### src/rtl/wb_stage.sv
// Writeback stage: retires ALU results directly, holds loads until dmem_ack, then extracts/extends.
// Optional forwarding/hazard outputs are enabled with `define WB_BYPASS_EN.
module wb_stage #(
    parameter int LOAD_TIMEOUT = 16
) (
    input  logic        clk,
    input  logic        reset,
    input  logic        ex_valid,
    input  logic [4:0]  ex_rd,
    input  logic [31:0] ex_result,
    input  logic        ex_is_load,
    input  logic [1:0]  ex_load_size,
    input  logic        ex_load_unsigned,
    input  logic [1:0]  ex_addr_lo,
    input  logic        dmem_ack,
    input  logic [31:0] dmem_rdata,
    output logic        wb_ready,
    output logic        rf_we,
    output logic [4:0]  rf_adr_wrt,
    output logic [31:0] rf_data_in,
    output logic        wb_err
`ifdef WB_BYPASS_EN
    ,
    output logic        byp_valid,
    output logic [4:0]  byp_rd,
    output logic [31:0] byp_data,
    output logic        ld_pend,
    output logic [4:0]  ld_pend_rd
`endif
);

    localparam int CNT_W = (LOAD_TIMEOUT > 1) ? $clog2(LOAD_TIMEOUT) : 1;
    localparam logic [CNT_W-1:0] CNT_LAST = CNT_W'(LOAD_TIMEOUT - 1);

    typedef enum logic {
        IDLE,
        WAIT_LOAD
    } state_t;

    state_t           state, state_nxt;
    logic [CNT_W-1:0] cnt, cnt_nxt;
    logic [4:0]       lat_rd, lat_rd_nxt;
    logic [1:0]       lat_size, lat_size_nxt;
    logic             lat_uns, lat_uns_nxt;
    logic [1:0]       lat_alo, lat_alo_nxt;
    logic             we_nxt, err_nxt;
    logic [4:0]       adr_nxt;
    logic [31:0]      data_nxt;
    logic             xfer;
    logic             timeout_hit;

    assign wb_ready    = (state == IDLE) && !reset;
    assign xfer        = ex_valid && wb_ready;
    assign timeout_hit = (LOAD_TIMEOUT != 0) && (cnt == CNT_LAST);

    function automatic logic [31:0] extract(input logic [1:0] size, input logic uns,
                                            input logic [1:0] alo, input logic [31:0] w);
        logic [7:0]  b;
        logic [15:0] h;
        b = w[{alo, 3'b000} +: 8];
        h = w[{alo[1], 4'b0000} +: 16];
        case (size)
            2'b00:   return uns ? {24'b0, b} : {{24{b[7]}}, b};
            2'b01:   return uns ? {16'b0, h} : {{16{h[15]}}, h};
            default: return w;
        endcase
    endfunction

    // NOTE: async reset in the sensitivity list; all state uses non-blocking (<=) so
    // every flop samples pre-edge values regardless of process ordering.
    always_ff @(posedge clk or posedge reset) begin
        if (reset) state <= IDLE;
        else       state <= state_nxt;
    end

    always_comb begin
        state_nxt = state;
        case (state)
            IDLE:      if (xfer && ex_is_load) state_nxt = WAIT_LOAD;
            WAIT_LOAD: if (dmem_ack || timeout_hit) state_nxt = IDLE;
            default:   state_nxt = IDLE;
        endcase
    end

    // NOTE: every output of this block gets a default first, otherwise the
    // branches that leave a signal unassigned would infer latches.
    always_comb begin
        we_nxt       = 1'b0;
        err_nxt      = 1'b0;
        adr_nxt      = rf_adr_wrt;
        data_nxt     = rf_data_in;
        cnt_nxt      = cnt;
        lat_rd_nxt   = lat_rd;
        lat_size_nxt = lat_size;
        lat_uns_nxt  = lat_uns;
        lat_alo_nxt  = lat_alo;
        case (state)
            IDLE: begin
                if (xfer) begin
                    if (ex_is_load) begin
                        lat_rd_nxt   = ex_rd;
                        lat_size_nxt = ex_load_size;
                        lat_uns_nxt  = ex_load_unsigned;
                        lat_alo_nxt  = ex_addr_lo;
                        cnt_nxt      = '0;
                    end else if (ex_rd != 5'd0) begin
                        // x0 writes are dropped entirely so address/data keep their last value
                        we_nxt   = 1'b1;
                        adr_nxt  = ex_rd;
                        data_nxt = ex_result;
                    end
                end
            end
            WAIT_LOAD: begin
                if (dmem_ack) begin
                    if (lat_rd != 5'd0) begin
                        we_nxt   = 1'b1;
                        adr_nxt  = lat_rd;
                        data_nxt = extract(lat_size, lat_uns, lat_alo, dmem_rdata);
                    end
                end else begin
                    cnt_nxt = cnt + 1'b1;
                    err_nxt = timeout_hit;
                end
            end
            default: ;
        endcase
    end

    always_ff @(posedge clk or posedge reset) begin
        if (reset) begin
            rf_we      <= 1'b0;
            rf_adr_wrt <= 5'd0;
            rf_data_in <= 32'd0;
            wb_err     <= 1'b0;
            cnt        <= '0;
            lat_rd     <= 5'd0;
            lat_size   <= 2'd0;
            lat_uns    <= 1'b0;
            lat_alo    <= 2'd0;
        end else begin
            rf_we      <= we_nxt;
            rf_adr_wrt <= adr_nxt;
            rf_data_in <= data_nxt;
            wb_err     <= err_nxt;
            cnt        <= cnt_nxt;
            lat_rd     <= lat_rd_nxt;
            lat_size   <= lat_size_nxt;
            lat_uns    <= lat_uns_nxt;
            lat_alo    <= lat_alo_nxt;
        end
    end

`ifdef WB_BYPASS_EN
    assign byp_valid  = rf_we;
    assign byp_rd     = rf_adr_wrt;
    assign byp_data   = rf_data_in;
    assign ld_pend    = (state == WAIT_LOAD) && (lat_rd != 5'd0);
    assign ld_pend_rd = ld_pend ? lat_rd : 5'd0;
`endif

endmodule

### config.mk
export PLATFORM = sky130hd
export DESIGN_NAME = wb_stage
export DESIGN_NICKNAME = d
export VERILOG_FILES = /design/src/rtl/wb_stage.sv
export SDC_FILE = /design/constraint.sdc
export NUM_CORES = 1
export LEC_CHECK = 0
export ABC_AREA = 1
export BUFFER_PORTS_ARGS = -buffer_cell sky130_fd_sc_hd__buf_2
export CELL_PAD_IN_SITES_DETAIL_PLACEMENT = 0
export CELL_PAD_IN_SITES_GLOBAL_PLACEMENT = 1
export CORE_MARGIN = 10
export CORE_UTILIZATION = 37
export CTS_CLUSTER_DIAMETER = 60
export DETAILED_ROUTE_END_ITERATION = 8
export PLACE_DENSITY_LB_ADDON = 0.15
export SLEW_MARGIN = 30
export SYNTH_ARGS = -nofsm -noshare
export SYNTH_HDL_FRONTEND = slang
export SYNTH_SLANG_ARGS = --single-unit
export TNS_END_PERCENT = 1
### constraint.sdc
create_clock -name clk -period 5.1 [get_ports clk]
set_clock_uncertainty 0.15 [all_clocks]
set_input_delay 1.02 -clock clk [delete_from_list [all_inputs] [get_ports clk]]
set_output_delay 1.02 -clock clk [all_outputs]
set_load 0.005 [all_outputs]
==> impl_metrics.json, run 1 <==
{
  "grt_pass1_vias": 3281,
  "worstSetupStartpoint": "lat_size[1]",
  "areaGrowthSynthToFinish_pct": 22.1,
  "layout.nets": 644,
  "htreeDepth": 2,
  "cp.depth": 9,
  "status": "complete, no violations",
  "worstRegToRegCells": 9,
  "route.detailed.drc": 0,
  "die-area_um2": 12800,
  "grt_max_degree": 55,
  "finalPower_w": 0.00146,
  "setup_tns_ps": 0,
  "via_count": 3283,
  "num_rows": 33,
  "cts_root_buffer": "clkbuf_8",
  "power.leakage_nw": 2.06,
  "worstPathArrival_ps": 2870,
  "clk_pin_slew_worst_paths_ps": 100,
  "hold_violations": 0,
  "vias_per_cell": 4.90,
  "holdBufCountCts": 0,
  "hold_ws_ps": 336,
  "cts.sinks": 54,
  "syn_inst": 460,
  "cts_tree": "done",
  "syn_area_per_cell_um2": 7.00,
  "syn_nets": 540,
  "grt_pass1_wl_um": 16500,
  "period_share": 0.551,
  "setup.worst_path.class": "reg2reg",
  "r2r-end": "rf_data_in[30]",
  "ios": 119,
  "diodes": 0,
  "worst_pin_slew_ps": 772,
  "synth-seq-cells": 54,
  "crit_path_end": "rf_data_in[30]",
  "timing.final.ws_setup_ps": 2290,
  "hpwl_um": 7790,
  "cts_buffers": 5,
  "crit_buf_inv": 1,
  "overflow": 0,
  "rr_startpoint": "lat_size[1]",
  "postCtsSetupBuffers": 0,
  "crit_fanout": 24,
  "min_period_ps": 2810,
  "synth_seq_area_share": 0.420,
  "cp_cell_sequence": "inv_1 > nand2_2 > nor2_1 > nand2_1 > nand2_1 > nand2_2 > nand3_1 > nand2_1 > nand2_1",
  "coreArea_um2": 8340,
  "timing.fmax_mhz": 356,
  "required_ps": 5160,
  "antenna_found_initial": 0,
  "syn_area_um2": 3220,
  "crit_path_frequent_cell": "nand2_1",
  "wl_um": 10400,
  "yosysUniqueCellTypes": 29,
  "crit_family": "simple AND/OR/NAND/NOR gates",
  "synth_area_leaders": "dfrtp_1, nand2_1, nor2_1",
  "finalMaxSlewViolations": 0,
  "startpoint_type": "register",
  "clk_latency_ps": 310,
  "die_w_um": 113,
  "slowest_delay_ps": 830,
  "track_usage": 0.154,
  "max_cap_viol_count": 0,
  "drt_iter0_drc": 231,
  "reg2reg_slack_ps": 2290,
  "pre_cts_ws_ps": 2300,
  "cts_buffer_depth": 2,
  "firstDrtPassIters": 4,
  "drive_gt1_frac": 0.267,
  "initial_core_util": 0.386,
  "setup_viol": 0,
  "power_density_nw_per_um2": 370,
  "cts_resized": 0,
  "slew_headroom": 0.484,
  "crit_path_end_kind": "register",
  "ir_drop_mv": 0.151,
  "die_h_um": 113,
  "ant_nets": 0,
  "hp-class": "reg2reg",
  "wl_per_cell_um": 15.5,
  "gp_congestion": 0.788,
  "numPortBuffers": 118,
  "yosys_warnings": 0,
  "post-route-util": 0.471,
  "fill_cells": 909,
  "rsz0062_at_grt": "false",
  "yosys.area.top_type": "dfrtp_1",
  "netlist.area_leader.share": 0.420,
  "crit_slowest_cell": "dfrtp_1"
}
worst min path at each step:
stage | start | endpoint | slack [ps] | cells after the start
3_3_place_gp | rf_data_in[26] | rf_data_in[26] | 310 | 2
3_5_place_dp | rf_data_in[29] | rf_data_in[29] | 310 | 2
2_1_floorplan | lat_rd[4] | lat_rd[4] | 310 | 2
4_1_cts | rf_data_in[0] | rf_data_in[0] | 340 | 2
5_1_grt | rf_data_in[27] | rf_data_in[27] | 350 | 2
6_report | rf_data_in[29] | rf_data_in[29] | 340 | 2
power breakdown:
group	internal (W)	total [W]	leakage, nW	switching [W]
Sequential	0.000553	0.000650	0.649	0.0000961
Combinational	0.000211	0.000510	1.36	0.000299
Clock	0.000147	0.000296	0.0514	0.000149
Total	0.000912	0.00146	2.06	0.000544
cell usage after synthesis:
cell type	count
nor2_2	12
o21ai_0	16
nor2_1	81
buf_4	4
buf_6	3
inv_2	3
a21boi_0	8
o21ai_1	1
a22o_1	1
a21oi_1	41
buf_2	8
ha_1	1
nor3_1	2
nor2_4	1
clkbuf_1	7
a31oi_1	5
nand3_1	27
nand2_1	140
o21bai_4	1
o211ai_1	6
nand2_4	1
nand2_8	1
nand4_1	6
nand2_2	3
inv_1	24
nor3_2	1
o22ai_1	1
dfrtp_1	54
nor4_1	1
area by class of cell:
cell class / instances / area [um^2] / share of cell area
inverters: 27 / 101 / 0.0258
well taps: 105 / 131 / 0.0334
multi-input cells: 357 / 1640 / 0.417
repair buffers: 119 / 598 / 0.152
clock inverters: 2 / 37.5 / 0.00955
flip-flops and latches: 54 / 1350 / 0.344
clock buffers: 6 / 72.6 / 0.0185
layer usage:
metal	routed length, um	vias to the layer above	global-route usage
li1	-	1688	-
met1	4820	1502	0.202
met2	4730	87	0.243
met3	733	6	0.0502
met4	75	0	0.0288
met5	0	-	0
state kept, by name (all words and copies together) (netlist names):
register and flops:
rf_data_in 32, lat_rd 5, rf_adr_wrt 5, cnt 4
lat_alo 2, lat_size 2, lat_uns 1, rf_we 1
state 1, wb_err 1
placed cells by master (no fill, tap or decap), types with 2 or more instances in the layout:
cell        n
nor3_1      2
buf_2     118
nand2_2     3
dfrtp_1    53
clkbuf_8    5
inv_1      23
a31oi_1     5
nor2_1     81
a21oi_1    41
o211ai_1    6
nand4_1     6
o21ai_0    16
nand2_1   140
inv_2       4
nand3_1    27
nor2_2     12
a21boi_0    8
worst reg2reg max path, cell delays in order (launching register included):
cell,delay [ps]
dfrtp_1,830
inv_1,530
nand2_2,300
nor2_1,70
nand2_1,60
nand2_1,70
nand2_2,360
nand3_1,170
nand2_1,110
nand2_1,50
per-stage QoR:
stage | cell area, um^2 | instances
2_1_floorplan | 3220 | 460
3_3_place_gp | 3820 | 662
3_5_place_dp | 3820 | 662
4_1_cts | 3930 | 670
5_1_grt | 3930 | 670
6_report | 3930 | 670
logic make-up after synthesis:
group,Yosys count,synth area share
AO/OA/AOI/OAI,80,0.143
AND/OR/NAND/NOR,276,0.362
adder cells (fa/ha/maj),1,0.00388
flip-flops,54,0.420
buffers and inverters,49,0.0719
(Power assumes the default switching activity.)
==> inputs of run 2 (changes only) <==
- CORE_UTILIZATION: 37 -> 31
- clock period: 5.1 -> 2.5 ns (I/O delays scaled with it)
==> run 2 against run 1 <==
  * Final cell count is 5.7% higher
  * Highest routed layer unchanged
  * Clock power up 100%
  * Die area grew 16%
  * Sequential cell count unchanged
  * Maximum frequency is 37% higher
  * Largest cell class unchanged
  * Sequential share of layout area down 1.0 points
  * Hold slack lost 240 ps
  * Critical path depth unchanged
  * Routed wire length up 4.6%
  * Core utilization shrank 7.6 points
  * Critical path type unchanged
  * First-iteration DRC count fell by 19%
  * Sequential power rose by 100%
==> impl_metrics.json, run 2 (synthesis results as in run 1) <==
{
  "route.detailed.drc": 0,
  "firstDrtPassIters": 4,
  "power_density_nw_per_um2": 743,
  "pre_cts_ws_ps": 484,
  "grt_pass1_vias": 3408,
  "cts_root_buffer": "clkbuf_8",
  "largest_reg_flops": 32,
  "ir_drop_mv": 0.254,
  "num_rows": 37,
  "final_common_cell": "nand2_1",
  "hold_violations": 0,
  "placed_cell_area_um2": 3940,
  "max_cap_viol_count": 0,
  "layout.nets": 651,
  "cts_resized": 0,
  "dr_wl_met2_um": 5050,
  "dp_cells": 700,
  "crit_path_end_kind": "register",
  "cts_tree": "done",
  "routed.top_layer": "met4",
  "startpoint_type": "register",
  "setup_viol": 0,
  "holdBufCountCts": 0,
  "m1WireLength_um": 5090,
  "crit_slowest_cell": "dfrtp_1",
  "min_period_ps": 2050,
  "crit_path_frequent_cell": "nand2_1",
  "power.leakage_nw": 2.11,
  "htreeDepth": 2,
  "grt_max_degree": 41,
  "timing.fmax_mhz": 489,
  "ant_nets": 0,
  "ios": 119,
  "gp_congestion": 0.899,
  "hp-class": "in2async",
  "worst_pin_slew_ps": 634,
  "met3_length_um": 567,
  "top_regs": "rf_data_in: 32 flops, lat_rd: 5 flops, rf_adr_wrt: 5 flops",
  "die_h_um": 122,
  "grt_pass1_wl_um": 17500,
  "cts_buffers": 5,
  "rsz0062_at_grt": "false",
  "cts_buffer_depth": 2,
  "wl_per_cell_um": 15.3,
  "drt_iter0_drc": 186,
  "mostFrequentLayoutCells": "nand2_1, buf_2, nor2_1",
  "worstPathArrival_ps": 2110,
  "fin_area_um2": 4050,
  "setup.worst_path.class": "reg2reg",
  "vias_per_cell": 4.61,
  "hpwl_um": 8560,
  "clk_latency_ps": 320,
  "wl_um": 10800,
  "instances_no_fill": 708,
  "timing.final.ws_setup_ps": 455,
  "setup_tns_ps": 0,
  "die-area_um2": 14900,
  "numPortBuffers": 118,
  "diodes": 0,
  "required_ps": 2560,
  "overflow": 0,
  "finalMaxSlewViolations": 0,
  "slew_headroom": 0.576,
  "drive_gt1_frac": 0.274,
  "crit_fanout": 24,
  "areaGrowthSynthToFinish_pct": 25.6,
  "via_count": 3267,
  "die_w_um": 122,
  "initial_core_util": 0.315,
  "antenna_found_initial": 0,
  "track_usage": 0.146,
  "top_register": "rf_data_in",
  "cts.sinks": 54,
  "period_share": 0.818,
  "slowest_delay_ps": 600,
  "coreArea_um2": 10200,
  "status": "complete, no violations",
  "cp_cell_sequence": "inv_2 > nand2_1 > nand2_1 > nand2_1 > nand2_1 > nand2_2 > nand3_1 > nand2_1 > nand2_1",
  "postCtsSetupBuffers": 0,
  "clk_pin_slew_worst_paths_ps": 100
}
-- run 2: changes by cell type in the layout (fill, tap and decap cells not counted) --
cell	before	now
buf_4	1	6
dfrtp_1	53	54
buf_12	0	2
dfrtp_2	1	0
-- run 2: worst paths after layout --
check,cells past startpoint,end,from,slack [ps]
worst max-delay path,9,rf_data_in[19],lat_alo[1],450
worst min-delay path,2,lat_rd[0],reset,100
worst max register to register,9,rf_data_in[19],lat_alo[1],450
worst min register to register,2,rf_data_in[30],rf_data_in[30],340
max in group asynchronous,3,rf_data_in[6],reset,1520
min in group clk,3,lat_uns,ex_load_unsigned,250
-- run 2: area by class of cell --
| type | instances | area [um^2] |
|---|---|---|
| tap | 136 | 170 |
| fill | 1140 | 6180 |
| timing repair buffer | 126 | 676 |
| clock buffer | 6 | 72.6 |
| sequential | 54 | 1350 |
| multi-input combinational | 357 | 1640 |
| inverter | 27 | 101 |
| clock inverter | 2 | 37.5 |
-- run 2: power by group --
group          switching (W)  leakage (nW)  internal, W
registers           0.000170         0.650      0.00113
clock network       0.000304        0.0514     0.000300
logic               0.000650          1.41     0.000452
-- run 2: layer usage --
metal  global-route usage  vias up
met2                0.235       79
met1                0.192     1474
met3               0.0342       11
li1                     -     1703
met4               0.0395        0
met5                    0        -
-- run 2: worst max-delay path: cells and delay by family, from the launching register on --
family | cells | cell delay [ps]
and+or+nand+nor | 8 | 990
DFF | 1 | 600
buffers and inverters | 1 | 190
-- run 2: metrics by stage --
step	utilization	hold WS (ps)	total power, W
after CTS	0.396	123	0.00306
after global placement	0.385	316	0.00243
after floorplan	-	314	0.00197
after detailed placement	0.385	316	0.00244
final	0.396	101	0.00301
after global routing	0.396	145	0.00327
